[src/rtl/instr_enc_pkg.sv]
// Shared constants for the RV32 instruction stream encoder: kind codes, opcode/funct fields,
// the NOP word and the loader FSM state encoding (ST_PAD exists only with INSTR_ENC_NOP_PAD_EN).
package instr_enc_pkg;

  localparam logic [2:0] KIND_AND  = 3'd0;
  localparam logic [2:0] KIND_XOR  = 3'd1;
  localparam logic [2:0] KIND_SLL  = 3'd2;
  localparam logic [2:0] KIND_ADD  = 3'd3;
  localparam logic [2:0] KIND_SUB  = 3'd4;
  localparam logic [2:0] KIND_MUL  = 3'd5;
  localparam logic [2:0] KIND_ADDI = 3'd6;
  localparam logic [2:0] KIND_SRAI = 3'd7;

  localparam logic [6:0] OPCODE_R = 7'b0110011;
  localparam logic [6:0] OPCODE_I = 7'b0010011;

  localparam logic [2:0] F3_AND  = 3'b111;
  localparam logic [2:0] F3_XOR  = 3'b100;
  localparam logic [2:0] F3_SLL  = 3'b001;
  localparam logic [2:0] F3_ADD  = 3'b000;
  localparam logic [2:0] F3_SRAI = 3'b101;

  localparam logic [6:0] F7_BASE = 7'b0000000;
  localparam logic [6:0] F7_SUB  = 7'b0100000;
  localparam logic [6:0] F7_MUL  = 7'b0000001;
  localparam logic [6:0] F7_SRA  = 7'b0100000;

  localparam logic [31:0] NOP_WORD = 32'h0000_0013;

  typedef enum logic [1:0] {
    ST_IDLE = 2'd0,
    ST_LOAD = 2'd1,
`ifdef INSTR_ENC_NOP_PAD_EN
    ST_PAD  = 2'd2,
`endif
    ST_DONE = 2'd3
  } state_e;

  function automatic logic [31:0] r_type(input logic [6:0] f7, input logic [4:0] rs2,
                                         input logic [4:0] rs1, input logic [2:0] f3,
                                         input logic [4:0] rd);
    return {f7, rs2, rs1, f3, rd, OPCODE_R};
  endfunction

endpackage

[src/rtl/instr_field_encoder.sv]
// Combinational descriptor-to-RV32 encoder for and/xor/sll/add/sub/mul/addi/srai.
module instr_field_encoder
  import instr_enc_pkg::*;
(
  input  logic [2:0]  kind,
  input  logic [4:0]  rd,
  input  logic [4:0]  rs1,
  input  logic [4:0]  rs2,
  input  logic [11:0] imm,
  output logic [31:0] word
);

  // Field assembly per instruction kind; rs2 is unused by the I-type forms.
  always_comb begin
    word = NOP_WORD;
    case (kind)
      KIND_AND:  word = r_type(F7_BASE, rs2, rs1, F3_AND, rd);
      KIND_XOR:  word = r_type(F7_BASE, rs2, rs1, F3_XOR, rd);
      KIND_SLL:  word = r_type(F7_BASE, rs2, rs1, F3_SLL, rd);
      KIND_ADD:  word = r_type(F7_BASE, rs2, rs1, F3_ADD, rd);
      KIND_SUB:  word = r_type(F7_SUB,  rs2, rs1, F3_ADD, rd);
      KIND_MUL:  word = r_type(F7_MUL,  rs2, rs1, F3_ADD, rd);
      KIND_ADDI: word = {imm, rs1, F3_ADD, rd, OPCODE_I};
      KIND_SRAI: word = {F7_SRA, imm[4:0], rs1, F3_SRAI, rd, OPCODE_I};
      default:   word = NOP_WORD;
    endcase
  end

endmodule

[src/rtl/instr_stream_encoder.sv]
// Streams encoded descriptors into instruction memory, then raises cpu_start_o.
// Optional NOP padding after the last descriptor is enabled by defining INSTR_ENC_NOP_PAD_EN.
module instr_stream_encoder
  import instr_enc_pkg::*;
#(
  parameter int DEPTH    = 256,
  parameter int ADDR_W   = 8,
  parameter int PAD_NOPS = 4
) (
  input  logic              clk_i,
  input  logic              rst_i,
  input  logic              start_i,
  input  logic              valid_i,
  output logic              ready_o,
  input  logic              last_i,
  input  logic [2:0]        kind_i,
  input  logic [4:0]        rd_i,
  input  logic [4:0]        rs1_i,
  input  logic [4:0]        rs2_i,
  input  logic [11:0]       imm_i,
  output logic              mem_we_o,
  output logic [ADDR_W-1:0] mem_addr_o,
  output logic [31:0]       mem_data_o,
  output logic [ADDR_W:0]   count_o,
  output logic              full_o,
  output logic              cpu_start_o
);

  localparam logic [ADDR_W:0] DEPTH_C = (ADDR_W+1)'(DEPTH);
  localparam logic [ADDR_W:0] LAST_C  = (ADDR_W+1)'(DEPTH - 1);
  localparam logic [ADDR_W:0] ONE_C   = (ADDR_W+1)'(1);
  localparam logic [ADDR_W:0] ZERO_C  = (ADDR_W+1)'(0);

  if (ADDR_W != $clog2(DEPTH) || PAD_NOPS < 0) begin : g_bad_params
    $error("instr_stream_encoder: ADDR_W must equal clog2(DEPTH) and PAD_NOPS must be >= 0");
  end

  state_e            state_r, state_nxt;
  logic [ADDR_W:0]   addr_r, addr_nxt;
  logic [ADDR_W:0]   count_r, count_nxt;
  logic              full_r, full_nxt;
  logic              we_r, we_nxt;
  logic [ADDR_W-1:0] waddr_r, waddr_nxt;
  logic [31:0]       wdata_r, wdata_nxt;
  logic              ready_r, ready_nxt;
  logic              cpu_start_r, cpu_start_nxt;
  logic              xfer;
  logic [31:0]       enc_word;
  logic [ADDR_W:0]   count_inc;

`ifdef INSTR_ENC_NOP_PAD_EN
  localparam int PAD_W = (PAD_NOPS > 1) ? $clog2(PAD_NOPS) : 1;
  localparam logic [PAD_W-1:0] PAD_LAST_C = PAD_W'(PAD_NOPS - 1);
  logic [PAD_W-1:0] pad_r, pad_nxt;
`endif

  instr_field_encoder u_enc (
    .kind (kind_i),
    .rd   (rd_i),
    .rs1  (rs1_i),
    .rs2  (rs2_i),
    .imm  (imm_i),
    .word (enc_word)
  );

  assign xfer      = valid_i & ready_r;
  assign count_inc = (count_r < DEPTH_C) ? (count_r + ONE_C) : count_r;

  // Next-state, counter and write-register logic; outputs are registered from these values.
  always_comb begin
    state_nxt = state_r;
    addr_nxt  = addr_r;
    count_nxt = count_r;
    full_nxt  = full_r;
    we_nxt    = 1'b0;
    waddr_nxt = waddr_r;
    wdata_nxt = wdata_r;
`ifdef INSTR_ENC_NOP_PAD_EN
    pad_nxt   = pad_r;
`endif
    case (state_r)
      ST_IDLE, ST_DONE: begin
        if (start_i) begin
          state_nxt = ST_LOAD;
          addr_nxt  = ZERO_C;
          count_nxt = ZERO_C;
          full_nxt  = 1'b0;
        end else begin
          state_nxt = state_r;
        end
      end
      ST_LOAD: begin
        if (xfer) begin
          we_nxt    = 1'b1;
          waddr_nxt = addr_r[ADDR_W-1:0];
          wdata_nxt = enc_word;
          addr_nxt  = addr_r + ONE_C;
          count_nxt = count_inc;
          if (last_i) begin
`ifdef INSTR_ENC_NOP_PAD_EN
            // No room left (or nothing to pad): skip PAD; full_o stays clear either way.
            if (addr_r == LAST_C || PAD_NOPS == 0) begin
              state_nxt = ST_DONE;
            end else begin
              state_nxt = ST_PAD;
              pad_nxt   = {PAD_W{1'b0}};
            end
`else
            state_nxt = ST_DONE;
`endif
          end else if (addr_r == LAST_C) begin
            full_nxt  = 1'b1;
            state_nxt = ST_DONE;
          end else begin
            state_nxt = ST_LOAD;
          end
        end else begin
          state_nxt = ST_LOAD;
        end
      end
`ifdef INSTR_ENC_NOP_PAD_EN
      ST_PAD: begin
        we_nxt    = 1'b1;
        waddr_nxt = addr_r[ADDR_W-1:0];
        wdata_nxt = NOP_WORD;
        addr_nxt  = addr_r + ONE_C;
        count_nxt = count_inc;
        pad_nxt   = pad_r + PAD_W'(1);
        if (pad_r == PAD_LAST_C || addr_r == LAST_C) begin
          state_nxt = ST_DONE;
        end else begin
          state_nxt = ST_PAD;
        end
      end
`endif
      default: begin
        state_nxt = ST_IDLE;
      end
    endcase
    ready_nxt     = (state_nxt == ST_LOAD) && (addr_nxt < DEPTH_C);
    cpu_start_nxt = (state_nxt == ST_DONE);
  end

  // State, counters and the registered memory write port.
  always_ff @(posedge clk_i) begin
    if (!rst_i) begin
      state_r     <= ST_IDLE;
      addr_r      <= ZERO_C;
      count_r     <= ZERO_C;
      full_r      <= 1'b0;
      we_r        <= 1'b0;
      waddr_r     <= {ADDR_W{1'b0}};
      wdata_r     <= 32'h0000_0000;
      ready_r     <= 1'b0;
      cpu_start_r <= 1'b0;
`ifdef INSTR_ENC_NOP_PAD_EN
      pad_r       <= {PAD_W{1'b0}};
`endif
    end else begin
      state_r     <= state_nxt;
      addr_r      <= addr_nxt;
      count_r     <= count_nxt;
      full_r      <= full_nxt;
      we_r        <= we_nxt;
      waddr_r     <= waddr_nxt;
      wdata_r     <= wdata_nxt;
      ready_r     <= ready_nxt;
      cpu_start_r <= cpu_start_nxt;
`ifdef INSTR_ENC_NOP_PAD_EN
      pad_r       <= pad_nxt;
`endif
    end
  end

  assign ready_o     = ready_r;
  assign mem_we_o    = we_r;
  assign mem_addr_o  = waddr_r;
  assign mem_data_o  = wdata_r;
  assign count_o     = count_r;
  assign full_o      = full_r;
  assign cpu_start_o = cpu_start_r;

endmodule

[config.mk]
export PLATFORM = sky130hd
export DESIGN_NAME = instr_stream_encoder
export DESIGN_NICKNAME = d
export VERILOG_FILES = /design/src/rtl/instr_enc_pkg.sv /design/src/rtl/instr_field_encoder.sv /design/src/rtl/instr_stream_encoder.sv
export SDC_FILE = /design/constraint.sdc
export NUM_CORES = 1
export LEC_CHECK = 0
export BUFFER_PORTS_ARGS = -buffer_cell sky130_fd_sc_hd__buf_2
export CORE_MARGIN = 4
export CORE_UTILIZATION = 45
export CTS_CLUSTER_DIAMETER = 100
export DETAILED_ROUTE_END_ITERATION = 16
export PLACE_DENSITY_LB_ADDON = 0.25
export SETUP_SLACK_MARGIN = 0.5
export SYNTH_ARGS = -nofsm -noshare
export SYNTH_HDL_FRONTEND = slang
export SYNTH_SLANG_ARGS = --single-unit
export TNS_END_PERCENT = 10
[constraint.sdc]
create_clock -name clk_i -period 2.17 [get_ports clk_i]
set_clock_uncertainty 0.1 [all_clocks]
set_input_delay 0.434 -clock clk_i [delete_from_list [all_inputs] [get_ports clk_i]]
set_output_delay 0.434 -clock clk_i [all_outputs]
set_load 0.01 [all_outputs]
==> qor.csv, run 1 <==
metric,value,unit
post-route setup TNS,0,ps
sum of overflow across all layers after global routing,0,
die width,83.8,um
most used standard cells in the synthesized netlist,"dfxtp_1, nand2_1, a21boi_0",
site row count,27,
"EDFF count, synth",0,
final HPWL from detailed placement,4.39,mm
Yosys Warn Count,0,
IO Port Bufs,84,
power density normalized to cell area,708,nW/um2
post-synthesis sequential area ratio,45.7,%
share of total power in sequential cells,46.5,%
share of the synthesized area in the top cell type,45.7,%
antenna violation net count after detailed routing,0,
Internal,1830,uW
maximum clock path buffer count,2,
worst-path maximum fanout,5,
count of unresolved DRC violations after routing,0,
initial drt markers,87,
maximum level of the CTS H-tree,3,
number of antenna repair diodes,0,
insertion delay of the later-clocked pin in the worst-skew pair,340,ps
final critical path time including I/O delays and setup,1900,ps
Tot Pwr,2420,uW
top post-synthesis cells by area,"dfxtp_1, nand2_1, a21boi_0, nand3_1, nor2b_1",
Crit Path Category,reg -> reg,
switching part of the total power,24.5,%
"Async S/R FF share, synth",0,%
largest voltage drop on the vdd net,450,uV
combinational power share,12.1,%
outcome,completed,
class of the tightest hold or removal check,in -> reg,
placeable core region,5540,um2
post-synthesis register bit count,59,
setup repair after global routing missed its margin,true,
Achievable Freq,526,MHz
via density per instance,5.14,
cell taking the most area after synthesis,dfxtp_1,
share of final-layout standard cells stronger than drive strength 1,33.2,%
top-count cell post-synth,dfxtp_1,
number of instances in the synthesized netlist,300,
total standard cell area after synthesis,2590,um2
filler cell count in the final layout,512,
Clk Tree Root Cell,clkbuf_8,
clock net sink count,59,
ys flop type,dfxtp_1,
endpoint kind of the worst setup timing path,flip-flop,
arrival time worst endpoint,2010,ps
first-pass iteration count of the detailed router,6,
final weighted congestion in routability-driven placement,0.804,
total count of max-transition violations in the final report,0,
final-stage net count,428,
worst path required time,2280,ps
wire length per cell after detailed routing,13.5,um
vias post-DR,2385,
number of clock buffers inserted by TritonCTS,9,
category of the worst setup path launch point,flip-flop,
total net switching power,594,uW
largest net degree at the start of global routing,41,
relative area change from synthesis to final layout,32.4,%
Avg Synthesized Cell Area,8.62,um2
total global-route track usage,17.8,%
y dimension of the die,83.8,um
antenna violations before repair,0,
Die ar.,7020,um2
number of failing hold endpoints at the final stage,0,
leakage power summed over all cells,0.00151,uW
CTS Hold Bufs,0,
proportion of power drawn by the clock network,41.4,%
Final period util,87.7,%
first-pass GRT wire length,10.2,mm
number of maximum-capacitance constraint violations,0,
clock slew at reported path FFs,60,ps
effective utilization at floorplan,46.7,%
library cells used by synthesis,44,
Top Ports,88,
number of global-route vias before repair,2218,
final wirelength,6.26,mm
number of failing setup endpoints in the final timing report,0,
CTS tree,yes,
## path summary, 6_finish.rpt
kind                                      from        endpoint  slack [ps]  depth (start not counted)
worst max-delay path                state_r[1]       addr_r[7]         270                          7
worst min-delay path                  rs1_i[1]  mem_data_o[16]         240                          3
worst max register to register      state_r[1]       addr_r[7]         270                          7
worst min register to register  mem_data_o[25]  mem_data_o[25]         360                          2
## layout make-up
| type | count | area (um2) | area share (%) |
|---|---|---|---|
| clock inverters | 2 | 35.0 | 1.02 |
| clock buffers | 13 | 159 | 4.64 |
| repair buffers | 98 | 546 | 15.9 |
| flip-flops and latches | 59 | 1190 | 34.7 |
| inverters | 5 | 21.3 | 0.621 |
| multi-input cells | 215 | 1380 | 40.4 |
| well taps | 72 | 90.1 | 2.63 |
## flip-flops by register name (all words and copies together) (netlist names)
name,flops
mem_addr_o,8
full_o,1
ready_o,1
cpu_start_o,1
state_r,2
addr_r,9
mem_we_o,1
mem_data_o,27
count_o,9
## through the flow
step	worst slack, ps	cell area (um2)	hold WS (ps)	utilization (%)	cells
4_1_cts	242	3310	234	59.7	460
5_1_grt	190	3420	224	61.8	464
2_1_floorplan	227	2620	362	-	302
3_5_place_dp	194	3100	350	55.9	444
6_report	268	3420	242	61.8	464
3_3_place_gp	244	3100	345	55.9	444
## logic make-up (layout without fill, tap and decap cells)
logic type | after synthesis | after routing | share of synthesized area (%)
other | 1 | 3 | 0.145
buffers and inverters | 28 | 118 | 4.98
muxes | 2 | 2 | 0.774
and+or+nand+nor | 134 | 134 | 25.6
adders and majority gates | 5 | 5 | 2.42
AOI/OAI and AO/OA | 65 | 65 | 18.4
DFF | 59 | 59 | 45.7
xor gates and xnor gates | 6 | 6 | 2.03
## routing by layer
layer	global-route usage [%]	wire length (um)	part of all wire, %	vias up
met5	0	0	0	-
met4	7.60	112	1.8	0
met3	6.42	388	6.2	12
met2	28.2	2980	48	60
met1	21.8	2780	44	1101
li1	-	-	-	1212
## timing repair
| item | 4_1_cts | 5_1_grt |
|---|---|---|
| hold endpoints to repair | 0 | 0 |
| setup endpoints to repair | 25 | 43 |
| setup buffers | 1 | 4 |
| pin swaps | 2 | 3 |
| gates resized for setup | 2 | 21 |
## layout by cell type (no fill, tap or decap), types with 5 or more instances in the layout
cell type  Yosys  final
buf_2          4     84
dfxtp_1       59     57
nand2_1       51     51
a21boi_0      22     22
nand3_1       21     20
nor2_1        17     17
clkbuf_8       0     11
buf_4          5     11
nor2b_1       12     10
a22oi_1        6      6
a21oi_1        7      6
o21ai_0        6      6
o211a_1        6      6
xnor2_1        5      5
## power groups by stage
stage	Clock [uW]	Sequential [uW]	Combinational [uW]
after floorplan	0	1150	151
final	1000	1130	294
after global placement	0	1150	245
after detailed placement	0	1150	249
after global routing	1080	1130	322
after CTS	1020	1120	257
## worst max-delay path, cell delays in order, from the launching register on
cell,delay [ps]
dfxtp_4,370
inv_2,50
ha_4,150
a21boi_4,140
or3_4,400
buf_4,170
o31ai_1,310
a21oi_2,90
Note: power is estimated with default switching activity, not from simulation.
==> inputs of run 2 (changes only) <==
--- a/config.mk
+++ b/config.mk
@@ -10,6 +10,7 @@
 export CORE_UTILIZATION = 45
 export CTS_CLUSTER_DIAMETER = 100
 export DETAILED_ROUTE_END_ITERATION = 16
+export MAX_ROUTING_LAYER = met4
 export PLACE_DENSITY_LB_ADDON = 0.25
 export SETUP_SLACK_MARGIN = 0.5
 export SYNTH_ARGS = -nofsm -noshare
==> constraint.sdc (replaced) <==
create_clock -name clk_i -period 2.17 [get_ports clk_i]
set_clock_uncertainty 0.1 [all_clocks]
set_input_delay 0.3255 -clock clk_i [delete_from_list [all_inputs] [get_ports clk_i]]
set_output_delay 0.3255 -clock clk_i [all_outputs]
set_load 0.01 [all_outputs]
==> run 2 against run 1 <==
Compared with the run above: power increased by 2.1%; via count about the same; routed wire length increased by 2.0%; utilization increased by 0.32 points; non-clock buffer count unchanged; die area unchanged; flip-flop and latch count unchanged; sequential share of layout area decreased by 0.18 points.
==> qor.csv, run 2 (same netlist as run 1, synthesis figures left out) <==
metric,value,unit
final HPWL from detailed placement,4.36,mm
Top Ports,88,
relative area change from synthesis to final layout,33.0,%
total count of max-transition violations in the final report,0,
number of failing hold endpoints at the final stage,0,
effective utilization at floorplan,46.7,%
Clk Tree Root Cell,clkbuf_8,
clock net sink count,59,
category of the worst setup path launch point,flip-flop,
class of the tightest hold or removal check,in -> reg,
endpoint kind of the worst setup timing path,flip-flop,
worst-path maximum fanout,6,
Final Core Density,62.1,%
final wirelength,6.38,mm
setup repair after global routing missed its margin,true,
worst path required time,2340,ps
antenna violations before repair,0,
initial drt markers,78,
Achievable Freq,507,MHz
largest net degree at the start of global routing,40,
Final period util,90.9,%
IO Port Bufs,84,
placeable core region,5540,um2
post-route setup TNS,0,ps
post-layout instance count excluding filler cells,464,
most frequent cells in the layout,"buf_2, dfxtp_1, nand2_1",
maximum level of the CTS H-tree,3,
number of global-route vias before repair,2242,
leakage power summed over all cells,0.00151,uW
Worst Setup SP,state_r[0],
count of unresolved DRC violations after routing,0,
placed instance count,443,
arrival time worst endpoint,2140,ps
sum of overflow across all layers after global routing,0,
total global-route track usage,18.5,%
site row count,27,
insertion delay of the later-clocked pin in the worst-skew pair,330,ps
startpoint of the worst hold path,rs1_i[1],
final critical path time including I/O delays and setup,1970,ps
worst path setup slack after routing,198,ps
final weighted congestion in routability-driven placement,0.761,
Die ar.,7020,um2
Crit Path Category,reg -> reg,
CTS tree,yes,
vias post-DR,2387,
"most common cell after layout, fill and taps aside",buf_2,
number of failing setup endpoints in the final timing report,0,
Setup Slack @ Placement,207,ps
number of maximum-capacitance constraint violations,0,
wire length per cell after detailed routing,13.8,um
number of antenna repair diodes,0,
via density per instance,5.14,
antenna violation net count after detailed routing,0,
worst hold slack,137,ps
maximum clock path buffer count,2,
share of final-layout standard cells stronger than drive strength 1,33.4,%
die width,83.8,um
max FFs per register,27,
area occupied by multi-input gates,1380,um2
outcome,completed,
clock slew at reported path FFs,60,ps
largest voltage drop on the vdd net,430,uV
register area,1190,um2
number of clock buffers inserted by TritonCTS,9,
y dimension of the die,83.8,um
filler cell count in the final layout,487,
first-pass GRT wire length,10.3,mm
final-stage net count,428,
launching point of the worst reg2reg path,state_r[0],
first-pass iteration count of the detailed router,4,
power density normalized to cell area,719,nW/um2
## run 2: worst paths after layout
| path | slack (ps) | depth (start not counted) | end |
|---|---|---|---|
| setup / recovery | 200 | 6 | addr_r[7] |
| hold / removal | 140 | 3 | mem_data_o[16] |
| setup reg to reg | 200 | 6 | addr_r[7] |
| hold reg to reg | 360 | 2 | mem_data_o[25] |
## run 2: area by class of cell
class / instances / area share [%]
clock buffers: 14 / 5.31
clock inverters: 1 / 0.873
inverters: 5 / 0.691
multi-input cells: 215 / 40.1
flip-flops and latches: 59 / 34.5
well taps: 72 / 2.62
repair buffers: 98 / 15.9
## run 2: layer usage
metal	vias up	part of all wire, %	track usage (%)
met5	-	0	-
met4	0	1.5	7.89
met3	8	5.2	5.13
met2	61	48	28.7
met1	1106	46	22.6
li1	1212	-	-
## run 2: what timing repair did
action	4_1_cts	5_1_grt
setup endpoints to repair	26	52
buffers inserted	0	6
resized for setup	1	24
hold buffers	0	0
cloned	0	0
pin swaps	0	8
## run 2: stage by stage
step / total power [uW] / cell area (um2)
3_5_place_dp: 1400 / 3090
3_3_place_gp: 1390 / 3090
2_1_floorplan: 1310 / 2620
5_1_grt: 2600 / 3440
4_1_cts: 2460 / 3310
6_report: 2480 / 3440
## run 2: worst max-delay path, stage by stage (launching register included)
cell and delay (ps):
dfxtp_4 380, inv_4 40, ha_4 230, nor2b_4 130
or3_4 360, or4_4 530, a21oi_2 140
## run 2: where the power goes
part	internal [uW]	switching, uW
clock network	650	407
registers	1110	21.2
logic	135	156
